[config.mk]
export PLATFORM = sky130hd
export DESIGN_NAME = usbdev_in_buf_ctrl
export DESIGN_NICKNAME = d
export VERILOG_FILES = /design/src/rtl/usbdev_in_buf_ctrl.sv
export SDC_FILE = /design/constraint.sdc
export NUM_CORES = 1
export LEC_CHECK = 0
export ABC_AREA = 1
export CELL_PAD_IN_SITES_DETAIL_PLACEMENT = 1
export CELL_PAD_IN_SITES_GLOBAL_PLACEMENT = 1
export CORE_AREA = 2 2 186 188
export DETAILED_ROUTE_END_ITERATION = 8
export DIE_AREA = 0 0 188 190
export GPL_ROUTABILITY_DRIVEN = 0
export HOLD_SLACK_MARGIN = 0.15
export PLACE_DENSITY_LB_ADDON = 0.15
export SYNTH_ARGS = -nofsm -noshare
export SYNTH_HDL_FRONTEND = slang
export SYNTH_SLANG_ARGS = --single-unit
[constraint.sdc]
create_clock -name clk_48mhz_i -period 4.2 [get_ports clk_48mhz_i]
set_clock_uncertainty 0.15 [all_clocks]
set_input_delay 0.84 -clock clk_48mhz_i [delete_from_list [all_inputs] [get_ports clk_48mhz_i]]
set_output_delay 0.84 -clock clk_48mhz_i [all_outputs]
set_load 0.02 [all_outputs]
[src/rtl/usbdev_in_buf_ctrl.sv]
// ----------------------------------------------------------------------------
// usbdev_in_buf_ctrl
//
// Packet-buffer sequencer behind the full-speed non-buffered IN protocol
// engine. Holds per-endpoint configuration (ready, buffer id, packet size).
// It snapshots that configuration when an IN transaction starts and fetches
// 32-bit words from packet SRAM. It serves bytes at the engine's get address,
// retires packets on a good termination and leaves them pending on rollback.
//
// Optional feature macro: USBDEV_IN_PREFETCH_EN
//   defined   - second word register, next word fetched ahead of use
//   undefined - single word register, on-demand fetch only
//
// Ports:
//   clk_48mhz_i, rst_ni         clock, asynchronous active-low reset
//   link_reset_i                USB bus reset
//   cfg_*                       software config write port, cfg_err_o pulse
//   ep_rdy_o / ep_sent_o        per-endpoint ready level / sent pulse
//   in_xact_* / in_ep_*         IN protocol engine interface
//   mem_*                       packet SRAM read port (req/gnt/rvalid)
// ----------------------------------------------------------------------------
module usbdev_in_buf_ctrl #(
   parameter  int unsigned NumInEps         = 12,
   parameter  int unsigned MaxInPktSizeByte = 64,
   parameter  int unsigned BufIdW           = 5,
   localparam int unsigned PktW             = $clog2(MaxInPktSizeByte),
   localparam int unsigned MemAddrW         = BufIdW + PktW - 2
) (
   input  logic                clk_48mhz_i,
   input  logic                rst_ni,
   input  logic                link_reset_i,

   input  logic                cfg_we_i,
   input  logic [3:0]          cfg_ep_i,
   input  logic [BufIdW-1:0]   cfg_buf_i,
   input  logic [PktW:0]       cfg_size_i,
   input  logic                cfg_rdy_i,
   output logic                cfg_err_o,

   output logic [NumInEps-1:0] ep_rdy_o,
   output logic [NumInEps-1:0] ep_sent_o,

   input  logic                in_xact_starting_i,
   input  logic [3:0]          in_xact_start_ep_i,
   input  logic [PktW-1:0]     in_ep_get_addr_i,
   input  logic                in_ep_data_get_i,
   input  logic                in_ep_xact_end_i,
   input  logic                in_ep_rollback_i,
   output logic [NumInEps-1:0] in_ep_has_data_o,
   output logic [NumInEps-1:0] in_ep_data_done_o,
   output logic [7:0]          in_ep_data_o,

   output logic                mem_req_o,
   output logic [MemAddrW-1:0] mem_addr_o,
   input  logic                mem_gnt_i,
   input  logic                mem_rvalid_i,
   input  logic [31:0]         mem_rdata_i
);

   localparam int unsigned IdxW = PktW - 2;

   typedef enum logic [1:0] {
      StIdle,
      StFetch,
      StWait
   } state_e;

   // Per-endpoint configuration
   logic [NumInEps-1:0] ep_rdy_q, ep_rdy_d;
   logic [BufIdW-1:0]   ep_buf_q  [NumInEps];
   logic [BufIdW-1:0]   ep_buf_d  [NumInEps];
   logic [PktW:0]       ep_size_q [NumInEps];
   logic [PktW:0]       ep_size_d [NumInEps];
   logic                cfg_err_q, cfg_err_d;
   logic [NumInEps-1:0] ep_sent_q, ep_sent_d;

   // Active transaction snapshot
   logic                busy_q, busy_d;
   logic [3:0]          act_ep_q, act_ep_d;
   logic [BufIdW-1:0]   act_buf_q, act_buf_d;
   logic [PktW:0]       act_size_q, act_size_d;

   // Fetch sequencer
   state_e              state_q, state_d;
   logic                mem_req_q, mem_req_d;
   logic [MemAddrW-1:0] mem_addr_q, mem_addr_d;
   logic [IdxW-1:0]     fetch_idx_q, fetch_idx_d;
   logic                discard_q, discard_d;

   // Held word and byte output
   logic [31:0]         word_q, word_d;
   logic [IdxW-1:0]     word_idx_q, word_idx_d;
   logic                word_vld_q, word_vld_d;
   logic [7:0]          data_q, data_d;

`ifdef USBDEV_IN_PREFETCH_EN
   logic [31:0]         nxt_word_q, nxt_word_d;
   logic [IdxW-1:0]     nxt_idx_q, nxt_idx_d;
   logic                nxt_vld_q, nxt_vld_d;
   logic                fetch_nxt_q, fetch_nxt_d;
   logic [PktW:0]       nxt_byte;
   logic                cur_hit;
`endif

   logic [IdxW-1:0]     get_idx;
   logic                done;
   logic                cfg_ep_ok;
   logic                start_ok;
   logic                cfg_reject;
   logic                resp_outstanding;
   logic [31:0]         sel_word;

   // The engine's consume strobe carries no extra information here: the get
   // address alone selects the byte.
   logic                unused_data_get;
   assign unused_data_get = in_ep_data_get_i;

   assign get_idx   = in_ep_get_addr_i[PktW-1:2];
   assign done      = !busy_q || ({1'b0, in_ep_get_addr_i} >= act_size_q);
   assign cfg_ep_ok = {1'b0, cfg_ep_i} < 5'(NumInEps);
   assign start_ok  = {1'b0, in_xact_start_ep_i} < 5'(NumInEps);

   // A write to the endpoint being served (or being snapshotted this cycle)
   // is refused so the snapshot cannot tear; this also makes xact_end win
   // over a same-cycle write to the active endpoint.
   assign cfg_reject = !cfg_ep_ok
                    || (busy_q && (cfg_ep_i == act_ep_q))
                    || (in_xact_starting_i && (cfg_ep_i == in_xact_start_ep_i));

   // A read response will still arrive after this cycle. New requests are
   // held off until it has been drained, keeping one request outstanding.
   assign resp_outstanding = ((state_q == StWait) && !mem_rvalid_i)
                          || ((state_q == StFetch) && mem_gnt_i)
                          || (discard_q && !mem_rvalid_i);

`ifdef USBDEV_IN_PREFETCH_EN
   assign cur_hit  = word_vld_q && (word_idx_q == get_idx);
   assign nxt_byte = {({1'b0, word_idx_q} + 1'b1), 2'b00};
   // Serve straight from the prefetched word on a boundary crossing.
   assign sel_word = (!cur_hit && nxt_vld_q && (nxt_idx_q == get_idx)) ? nxt_word_q : word_q;
`else
   assign sel_word = word_q;
`endif

   always_comb begin
      ep_rdy_d    = ep_rdy_q;
      ep_buf_d    = ep_buf_q;
      ep_size_d   = ep_size_q;
      cfg_err_d   = 1'b0;
      ep_sent_d   = '0;
      busy_d      = busy_q;
      act_ep_d    = act_ep_q;
      act_buf_d   = act_buf_q;
      act_size_d  = act_size_q;
      state_d     = state_q;
      mem_addr_d  = mem_addr_q;
      fetch_idx_d = fetch_idx_q;
      discard_d   = discard_q;
      word_d      = word_q;
      word_idx_d  = word_idx_q;
      word_vld_d  = word_vld_q;
`ifdef USBDEV_IN_PREFETCH_EN
      nxt_word_d  = nxt_word_q;
      nxt_idx_d   = nxt_idx_q;
      nxt_vld_d   = nxt_vld_q;
      fetch_nxt_d = fetch_nxt_q;
`endif

      if (discard_q && mem_rvalid_i) begin
         discard_d = 1'b0;
      end

      // Configuration write
      if (cfg_we_i) begin
         if (cfg_reject) begin
            cfg_err_d = 1'b1;
         end else begin
            ep_rdy_d[cfg_ep_i]  = cfg_rdy_i;
            ep_buf_d[cfg_ep_i]  = cfg_buf_i;
            ep_size_d[cfg_ep_i] = cfg_size_i;
         end
      end

      // Fetch sequencer
      unique case (state_q)
         StIdle: begin
            if (busy_q && !done && !discard_q) begin
`ifdef USBDEV_IN_PREFETCH_EN
               if (cur_hit) begin
                  if (!nxt_vld_q && (nxt_byte < act_size_q)) begin
                     state_d     = StFetch;
                     fetch_idx_d = word_idx_q + 1'b1;
                     mem_addr_d  = {act_buf_q, IdxW'(word_idx_q + 1'b1)};
                     fetch_nxt_d = 1'b1;
                  end
               end else if (nxt_vld_q && (nxt_idx_q == get_idx)) begin
                  word_d     = nxt_word_q;
                  word_idx_d = nxt_idx_q;
                  word_vld_d = 1'b1;
                  nxt_vld_d  = 1'b0;
               end else begin
                  state_d     = StFetch;
                  fetch_idx_d = get_idx;
                  mem_addr_d  = {act_buf_q, get_idx};
                  fetch_nxt_d = 1'b0;
               end
`else
               if (!word_vld_q || (word_idx_q != get_idx)) begin
                  state_d     = StFetch;
                  fetch_idx_d = get_idx;
                  mem_addr_d  = {act_buf_q, get_idx};
               end
`endif
            end
         end
         StFetch: begin
            if (mem_gnt_i) begin
               state_d = StWait;
            end
         end
         StWait: begin
            if (mem_rvalid_i) begin
               state_d = StIdle;
               if (!discard_q && !link_reset_i) begin
`ifdef USBDEV_IN_PREFETCH_EN
                  if (fetch_nxt_q) begin
                     if (busy_q) begin
                        nxt_word_d = mem_rdata_i;
                        nxt_idx_d  = fetch_idx_q;
                        nxt_vld_d  = 1'b1;
                     end
                  end else begin
                     word_d     = mem_rdata_i;
                     word_idx_d = fetch_idx_q;
                     word_vld_d = 1'b1;
                  end
`else
                  word_d     = mem_rdata_i;
                  word_idx_d = fetch_idx_q;
                  word_vld_d = 1'b1;
`endif
               end
            end
         end
         default: state_d = StIdle;
      endcase

      // Termination
      if (busy_q && in_ep_xact_end_i) begin
         ep_rdy_d[act_ep_q]  = 1'b0;
         ep_sent_d[act_ep_q] = 1'b1;
         busy_d              = 1'b0;
      end else if (busy_q && in_ep_rollback_i) begin
         busy_d = 1'b0;
      end
`ifdef USBDEV_IN_PREFETCH_EN
      if (busy_q && (in_ep_xact_end_i || in_ep_rollback_i)) begin
         nxt_vld_d = 1'b0;
      end
`endif

      // Transaction start: overrides any transaction in flight. A response
      // still due for the old transaction is drained via the discard flag
      // before word 0 is requested from Idle.
      if (in_xact_starting_i && start_ok) begin
         busy_d     = 1'b1;
         act_ep_d   = in_xact_start_ep_i;
         act_buf_d  = ep_buf_q[in_xact_start_ep_i];
         act_size_d = ep_size_q[in_xact_start_ep_i];
         word_vld_d = 1'b0;
`ifdef USBDEV_IN_PREFETCH_EN
         nxt_vld_d   = 1'b0;
         fetch_nxt_d = 1'b0;
`endif
         if (resp_outstanding) begin
            state_d   = StIdle;
            discard_d = 1'b1;
         end else if (ep_size_q[in_xact_start_ep_i] != '0) begin
            state_d     = StFetch;
            fetch_idx_d = '0;
            mem_addr_d  = {ep_buf_q[in_xact_start_ep_i], {IdxW{1'b0}}};
         end else begin
            state_d = StIdle;
         end
      end

      // Bus reset overrides everything else
      if (link_reset_i) begin
         ep_rdy_d   = '0;
         ep_sent_d  = '0;
         busy_d     = 1'b0;
         word_vld_d = 1'b0;
         state_d    = StIdle;
         discard_d  = discard_d | resp_outstanding;
`ifdef USBDEV_IN_PREFETCH_EN
         nxt_vld_d   = 1'b0;
         fetch_nxt_d = 1'b0;
`endif
      end
   end

   assign mem_req_d = (state_d == StFetch);
   assign data_d    = sel_word[{in_ep_get_addr_i[1:0], 3'b000} +: 8];

   always_ff @(posedge clk_48mhz_i or negedge rst_ni) begin
      if (!rst_ni) begin
         ep_rdy_q    <= '0;
         ep_buf_q    <= '{default: '0};
         ep_size_q   <= '{default: '0};
         cfg_err_q   <= 1'b0;
         ep_sent_q   <= '0;
         busy_q      <= 1'b0;
         act_ep_q    <= '0;
         act_buf_q   <= '0;
         act_size_q  <= '0;
         state_q     <= StIdle;
         mem_req_q   <= 1'b0;
         mem_addr_q  <= '0;
         fetch_idx_q <= '0;
         discard_q   <= 1'b0;
         word_q      <= '0;
         word_idx_q  <= '0;
         word_vld_q  <= 1'b0;
         data_q      <= '0;
`ifdef USBDEV_IN_PREFETCH_EN
         nxt_word_q  <= '0;
         nxt_idx_q   <= '0;
         nxt_vld_q   <= 1'b0;
         fetch_nxt_q <= 1'b0;
`endif
      end else begin
         ep_rdy_q    <= ep_rdy_d;
         ep_buf_q    <= ep_buf_d;
         ep_size_q   <= ep_size_d;
         cfg_err_q   <= cfg_err_d;
         ep_sent_q   <= ep_sent_d;
         busy_q      <= busy_d;
         act_ep_q    <= act_ep_d;
         act_buf_q   <= act_buf_d;
         act_size_q  <= act_size_d;
         state_q     <= state_d;
         mem_req_q   <= mem_req_d;
         mem_addr_q  <= mem_addr_d;
         fetch_idx_q <= fetch_idx_d;
         discard_q   <= discard_d;
         word_q      <= word_d;
         word_idx_q  <= word_idx_d;
         word_vld_q  <= word_vld_d;
         data_q      <= data_d;
`ifdef USBDEV_IN_PREFETCH_EN
         nxt_word_q  <= nxt_word_d;
         nxt_idx_q   <= nxt_idx_d;
         nxt_vld_q   <= nxt_vld_d;
         fetch_nxt_q <= fetch_nxt_d;
`endif
      end
   end

   assign cfg_err_o         = cfg_err_q;
   assign ep_rdy_o          = ep_rdy_q;
   assign ep_sent_o         = ep_sent_q;
   assign in_ep_has_data_o  = ep_rdy_q;
   assign in_ep_data_done_o = {NumInEps{done}};
   assign in_ep_data_o      = data_q;
   assign mem_req_o         = mem_req_q;
   assign mem_addr_o        = mem_addr_q;

endmodule

==> results of run 1 <==
==> critical path: cells and delay by family <==
family	cells	cell delay [ns]
adders and majority gates	1	0.34
and+or+nand+nor	5	0.44
buffers and inverters	3	1.37
==> sequential cells by signal, summed over array words and instances, names as in the netlist, 2 cells and up <==
name          flops
mem_addr_o        9
state_q           2
fetch_idx_q       4
ep_buf_q         60
sel_word         32
ep_size_q        84
act_buf_q         5
ep_sent_o        12
word_idx_q        4
in_ep_data_o      8
ep_rdy_o         12
act_ep_q          4
act_size_q        7
==> kinds of logic after synthesis <==
kind of cell,count (synthesis)
fa+ha+maj,6
flops,248
buf+inv,216
xor+xnor,4
simple gates,528
compound gates,308
mux,36
==> synth_stat cells (10+ instances only) <==
cell type | instances | area (µm²)
buf_4 | 30 | 225
inv_1 | 104 | 390
o21ai_1 | 78 | 390
clkbuf_1 | 29 | 109
buf_2 | 30 | 150
buf_6 | 11 | 124
nand2_1 | 324 | 1220
dfrtp_1 | 248 | 6210
o21ai_0 | 168 | 841
mux2_2 | 35 | 394
nor3_1 | 14 | 70.1
nand3_1 | 39 | 195
o22ai_1 | 26 | 163
a21oi_1 | 10 | 50.1
nor2_1 | 124 | 465
==> through the flow <==
| step | utilization | std cells | worst slack, ns | power (W) |
|---|---|---|---|---|
| detailed placement | 0.387 | 1857 | 0.181 | 0.00427 |
| finish | 0.416 | 1912 | 0.218 | 0.00676 |
| global placement | 0.387 | 1857 | 0.231 | 0.00421 |
| CTS | 0.416 | 1912 | 0.174 | 0.00686 |
| global route | 0.416 | 1912 | 0.0214 | 0.00716 |
| floorplan | - | 1346 | 1.12 | 0.00381 |
==> area by class of cell <==
type	instances	area (µm²)
clock buffer	43	911
clock inverter	12	67.6
fill	3956	19800
inverter	113	429
multi-input combinational	882	4390
sequential	248	6210
tap	455	569
timing repair buffer	159	1550
==> how the worst max path moves through the flow <==
stage                        start                   end  cells past startpoint
2_1_floorplan  in_ep_get_addr_i[0]  in_ep_data_done_o[0]                      8
3_3_place_gp   in_ep_get_addr_i[4]  in_ep_data_done_o[0]                      9
3_5_place_dp   in_ep_get_addr_i[2]  in_ep_data_done_o[8]                      9
4_1_cts        in_ep_get_addr_i[2]  in_ep_data_done_o[8]                      9
5_1_grt        in_ep_get_addr_i[1]  in_ep_data_done_o[8]                      9
6_report       in_ep_get_addr_i[4]  in_ep_data_done_o[8]                      9
==> per-layer routing <==
metal | up-vias | GRT usage | part of all wire
met3 | 43 | 0.0238 | 0.034
met4 | 0 | 0.0460 | 0.020
met5 | - | 0 | 0
met1 | 4661 | 0.274 | 0.48
li1 | 4544 | - | -
met2 | 151 | 0.341 | 0.47
==> power groups by stage <==
stage	Sequential (W)	Clock, W	Combinational [W]
2_1_floorplan	0.00307	0	0.000742
6_report	0.00305	0.00254	0.00117
5_1_grt	0.00311	0.00271	0.00135
3_3_place_gp	0.00307	0	0.00114
4_1_cts	0.00305	0.00262	0.00119
3_5_place_dp	0.00309	0	0.00118
==> impl_metrics.json, run 1 <==
{
  "outcome": "completed",
  "cts_tree": "built",
  "p_seq_frac": 0.451,
  "setup_viol": 0,
  "p_leak_nw": 6.65,
  "power.share.switching": 0.287,
  "ys.flop_type": "dfrtp_1",
  "rrSetupSlack_ns": 2.04,
  "dieArea_um2": 35700,
  "seq_area_frac_synth": 0.533,
  "final.min_clock_period_ns": 3.98,
  "grt_pass1_wl_um": 56800,
  "path_max_fanout": 12,
  "rr_endpoint": "mem_addr_o[5]",
  "hpwl_um": 22400,
  "clkLatencyLatePin_ns": 0.55,
  "timing.fmax_mhz": 251,
  "synthMuxAreaShare": 0.0348,
  "crit_chain": "clkdlybuf4s50_1 -> ha_1 -> nand2_1 -> nor2_1 -> nand4_1 -> nand3_1 -> nor2_1 -> inv_1 -> clkdlybuf4s50_1",
  "rsz0062_at_grt": "false",
  "power_frac_clock": 0.376,
  "hp-class": "in -> async",
  "fp.dieH_um": 190,
  "crit_slowest_cell": "clkdlybuf4s50_1",
  "overflow": 0,
  "post_cts_buffers": 0,
  "drt-pass1-iter-count": 5,
  "slowest_delay_ns": 0.67,
  "vias_per_cell": 4.92,
  "tightest_slew_ns": 0.869,
  "slew_violations": 0,
  "syn_nets": 1421,
  "antenna_found_initial": 0,
  "grt_max_degree": 99,
  "die_w_um": 188,
  "synth_cell_types": 39,
  "reg2reg_from": "act_size_q[4]",
  "synthXorXnorAreaFrac": 0.00301,
  "async_reset_ff_frac": 1.00,
  "power_density_nw_per_um2": 478,
  "syn_inst": 1346,
  "worstSetupPathType": "in -> out",
  "max-cap-violations": 0,
  "grt_pass1_vias": 9858,
  "coreArea_um2": 33900,
  "clk_path_buf_depth": 3,
  "gr-usage-all-layers": 0.201,
  "crit_path_start_kind": "input pin",
  "ys_ff_latch": 248,
  "hold_slack_ns": 0.171,
  "cts_made_buffers": 30,
  "r2r_cells": 13,
  "clock-root-buffer": "clkbuf_16",
  "cts_hold_buf": 0,
  "rows": 68,
  "cts_sinks": 248,
  "detail-route-antenna-nets": 0,
  "final_common_cell": "nand2_1",
  "start_util": 0.343,
  "initialDrtViolationCount": 531,
  "netlist_area_um2": 11600,
  "vias": 9399,
  "drc": 0,
  "p_sw_w": 0.00194,
  "synth_edf_count": 0,
  "max-slew-margin-rel": 0.421,
  "crit_arrival_ns": 2.99,
  "irDropWorstVdd_mv": 0.287,
  "cts-htree-levels": 1,
  "final_cell_mix": "nand2_1 (324), dfrtp_1 (248), o21ai_0 (168)",
  "dpl-instance-area_um2": 13200,
  "fin_setup_tns_ns": 0,
  "path_clk_slew_ns": 0.06,
  "p_int_w": 0.00482,
  "p_comb_frac": 0.172,
  "cts_resized": 0,
  "design_area_um2": 14100,
  "end_kind": "primary output",
  "io_buffers": 134,
  "layout.nets": 1509,
  "synthSimpleGateAreaFrac": 0.191,
  "cp.required_ns": 3.21,
  "synth_fa_ha_area_frac": 0.00645,
  "syn_to_final_growth_pct": 21.3,
  "drive_above_1_share": 0.0975,
  "fin_crit_sh": 0.948,
  "syn_avg_cell_area_um2": 8.65,
  "hold_violations": 0,
  "diodes": 0,
  "synth_top_family_by_area": "simple AND/OR/NAND/NOR gates",
  "io_pins": 136,
  "routedWlPerCell_um": 18.4,
  "synth_compound_area_frac": 0.142,
  "routed_wl_um": 35100,
  "ys_warn_count": 0
}
No activity file was read; power rests on OpenSTA's default activity.
==> run 2: changes to the inputs <==
- CORE_AREA: 2 2 186 188 -> 2 2 166 168
- CTS_BUF_LIST: not set -> sky130_fd_sc_hd__clkbuf_8
- DIE_AREA: 0 0 188 190 -> 0 0 168 170
==> run 2 against run 1 <==
Register-to-register slack barely moved. Routed wire length decreased by 5.5%. Non-clock buffer count down 6. Global-route usage rose by 3.7 points. Combinational power hardly changed. Utilization rose by 11 points. Worst setup slack got worse by 0.048 ns. Design area shrank 1.5%. Critical path depth unchanged. Fmax is 1.2% lower. Via count rose by 2.4%. Die area is 20% lower. Critical path type unchanged.
==> impl_metrics.json, run 2 (synthesis results as in run 1) <==
{
  "drive_above_1_share": 0.101,
  "antenna_found_initial": 0,
  "cts_tree": "built",
  "clock-root-buffer": "clkbuf_8",
  "drt-pass1-iter-count": 4,
  "grt_max_degree": 95,
  "grt_pass1_vias": 9994,
  "hpwl_um": 21300,
  "crit_slowest_cell": "clkdlybuf4s50_1",
  "crit_arrival_ns": 3.04,
  "clkLatencyLatePin_ns": 0.56,
  "power.share.switching": 0.294,
  "dieArea_um2": 28600,
  "crit_family": "buffers and inverters",
  "detail-route-antenna-nets": 0,
  "utilization": 0.522,
  "p_comb_frac": 0.179,
  "worstSetupPathType": "in -> out",
  "final.min_clock_period_ns": 4.03,
  "largest_reg_flops": 84,
  "cts-htree-levels": 2,
  "crit_chain": "clkdlybuf4s50_1 -> ha_1 -> nand2_1 -> o21ai_0 -> nand3_1 -> nand3_1 -> nor2_1 -> inv_1 -> clkdlybuf4s50_1",
  "setup_viol": 0,
  "cts_hold_buf": 0,
  "grt_pass1_wl_um": 53900,
  "p_seq_frac": 0.469,
  "syn_to_final_growth_pct": 19.5,
  "max-cap-violations": 0,
  "cp.required_ns": 3.21,
  "end_kind": "primary output",
  "drc": 0,
  "irDropWorstVdd_mv": 0.286,
  "path_max_fanout": 12,
  "fp.dieH_um": 170,
  "cts_resized": 0,
  "hold_violations": 0,
  "p_int_w": 0.00460,
  "cts_made_buffers": 46,
  "final_cell_mix": "nand2_1 (324), dfrtp_1 (248), o21ai_0 (168)",
  "io_buffers": 134,
  "io_pins": 136,
  "power_frac_clock": 0.352,
  "slowest_delay_ns": 0.67,
  "crit_buf_inv": 3,
  "vias_per_cell": 5.30,
  "total_power_w": 0.00651,
  "fin_crit_sh": 0.960,
  "initialDrtViolationCount": 587,
  "rows": 60,
  "power_density_nw_per_um2": 468,
  "p_sw_w": 0.00191,
  "diodes": 0,
  "post_cts_buffers": 0,
  "cts_sinks": 248,
  "hp-class": "in -> async",
  "largest-register": "ep_size_q",
  "layout.nets": 1519,
  "coreArea_um2": 26700,
  "routed_wl_um": 33200,
  "p_leak_nw": 6.68,
  "timing.fmax_mhz": 248,
  "nFillCells": 3122,
  "vias": 9624,
  "rsz0062_at_grt": "false",
  "die_w_um": 168,
  "start_util": 0.437,
  "fin_setup_tns_ns": 0,
  "clk_path_buf_depth": 3,
  "slew_violations": 0,
  "outcome": "completed",
  "overflow": 0,
  "tightest_slew_ns": 0.831,
  "crit_path_start_kind": "input pin",
  "max-slew-margin-rel": 0.446,
  "gr-usage-all-layers": 0.238,
  "final_common_cell": "nand2_1",
  "routedWlPerCell_um": 18.3,
  "path_clk_slew_ns": 0.06
}
## run 2: cell types whose count changed in the layout (fill, tap and decap cells not counted), sizes merged
| cell | before | now |
|---|---|---|
| clkbuf | 43 | 60 |
| buf | 27 | 21 |
| clkinvlp | 3 | 0 |
| inv | 111 | 128 |
| clkinv | 11 | 5 |
## run 2: layout make-up
class / count / area [µm²] / share of cell area
flip-flops and latches: 248 / 6210 / 0.446
multi-input cells: 882 / 4390 / 0.316
repair buffers: 153 / 1550 / 0.111
clock buffers: 60 / 826 / 0.0593
inverters: 113 / 429 / 0.0308
well taps: 341 / 427 / 0.0307
clock inverters: 20 / 88.8 / 0.00638
## run 2: metal layers
| metal | GRT usage | vias up | wire length (µm) |
|---|---|---|---|
| li1 | - | 4566 | - |
| met1 | 0.314 | 4799 | 15200 |
| met2 | 0.409 | 205 | 15900 |
| met3 | 0.0402 | 54 | 1450 |
| met4 | 0.0594 | 0 | 647 |
| met5 | 0 | - | 0 |
## run 2: metrics by stage
stage / instances / instance area, µm² / hold WS, ns / worst slack, ns
2_1_floorplan: 1346 / 11600 / 0.298 / 1.12
3_3_place_gp: 1737 / 13000 / 0.312 / 0.222
3_5_place_dp: 1737 / 13000 / 0.322 / 0.151
4_1_cts: 1817 / 13900 / 0.165 / 0.136
5_1_grt: 1817 / 13900 / 0.174 / 0.00742
6_report: 1817 / 13900 / 0.149 / 0.169
## run 2: power by group through the flow
stage	registers, W	logic [W]	clock network (W)
global route	0.00311	0.00133	0.00245
floorplan	0.00307	0.000742	0
CTS	0.00305	0.00118	0.00235
detailed placement	0.00309	0.00117	0
finish	0.00305	0.00117	0.00229
global placement	0.00307	0.00113	0
## run 2: path summary, 6_finish.rpt
kind	end	slack, ns	start	depth (start not counted)
worst max-delay path	in_ep_data_done_o[8]	0.17	in_ep_get_addr_i[2]	9
worst min-delay path	sel_word[25]	0.15	rst_ni	1
worst max register to register	mem_addr_o[4]	2.03	act_size_q[4]	13
worst min register to register	ep_buf_q[53]	0.33	ep_buf_q[53]	2
max in group asynchronous	ep_size_q[18]	2.66	rst_ni	2
min in group clk_48mhz_i	ep_buf_q[53]	0.33	ep_buf_q[53]	2
## run 2: worst register-to-register path, stage by stage, from the launching register on
cell and delay (ns):
dfrtp_1 0.38, inv_1 0.09, ha_1 0.25, a21oi_1 0.16, nor2_1 0.06, a21oi_1 0.11, nand3_1 0.08, nor2_1 0.14
nand3_1 0.12, buf_4 0.23, nand2_1 0.09, o21ai_0 0.07, nand2_1 0.07, nand2_1 0.06
==> run 3: changes to the inputs <==
- GPL_ROUTABILITY_DRIVEN: 0 -> not set
==> results of run 3 <==
The final DEF is identical to that of run 2; final timing and power are the same.
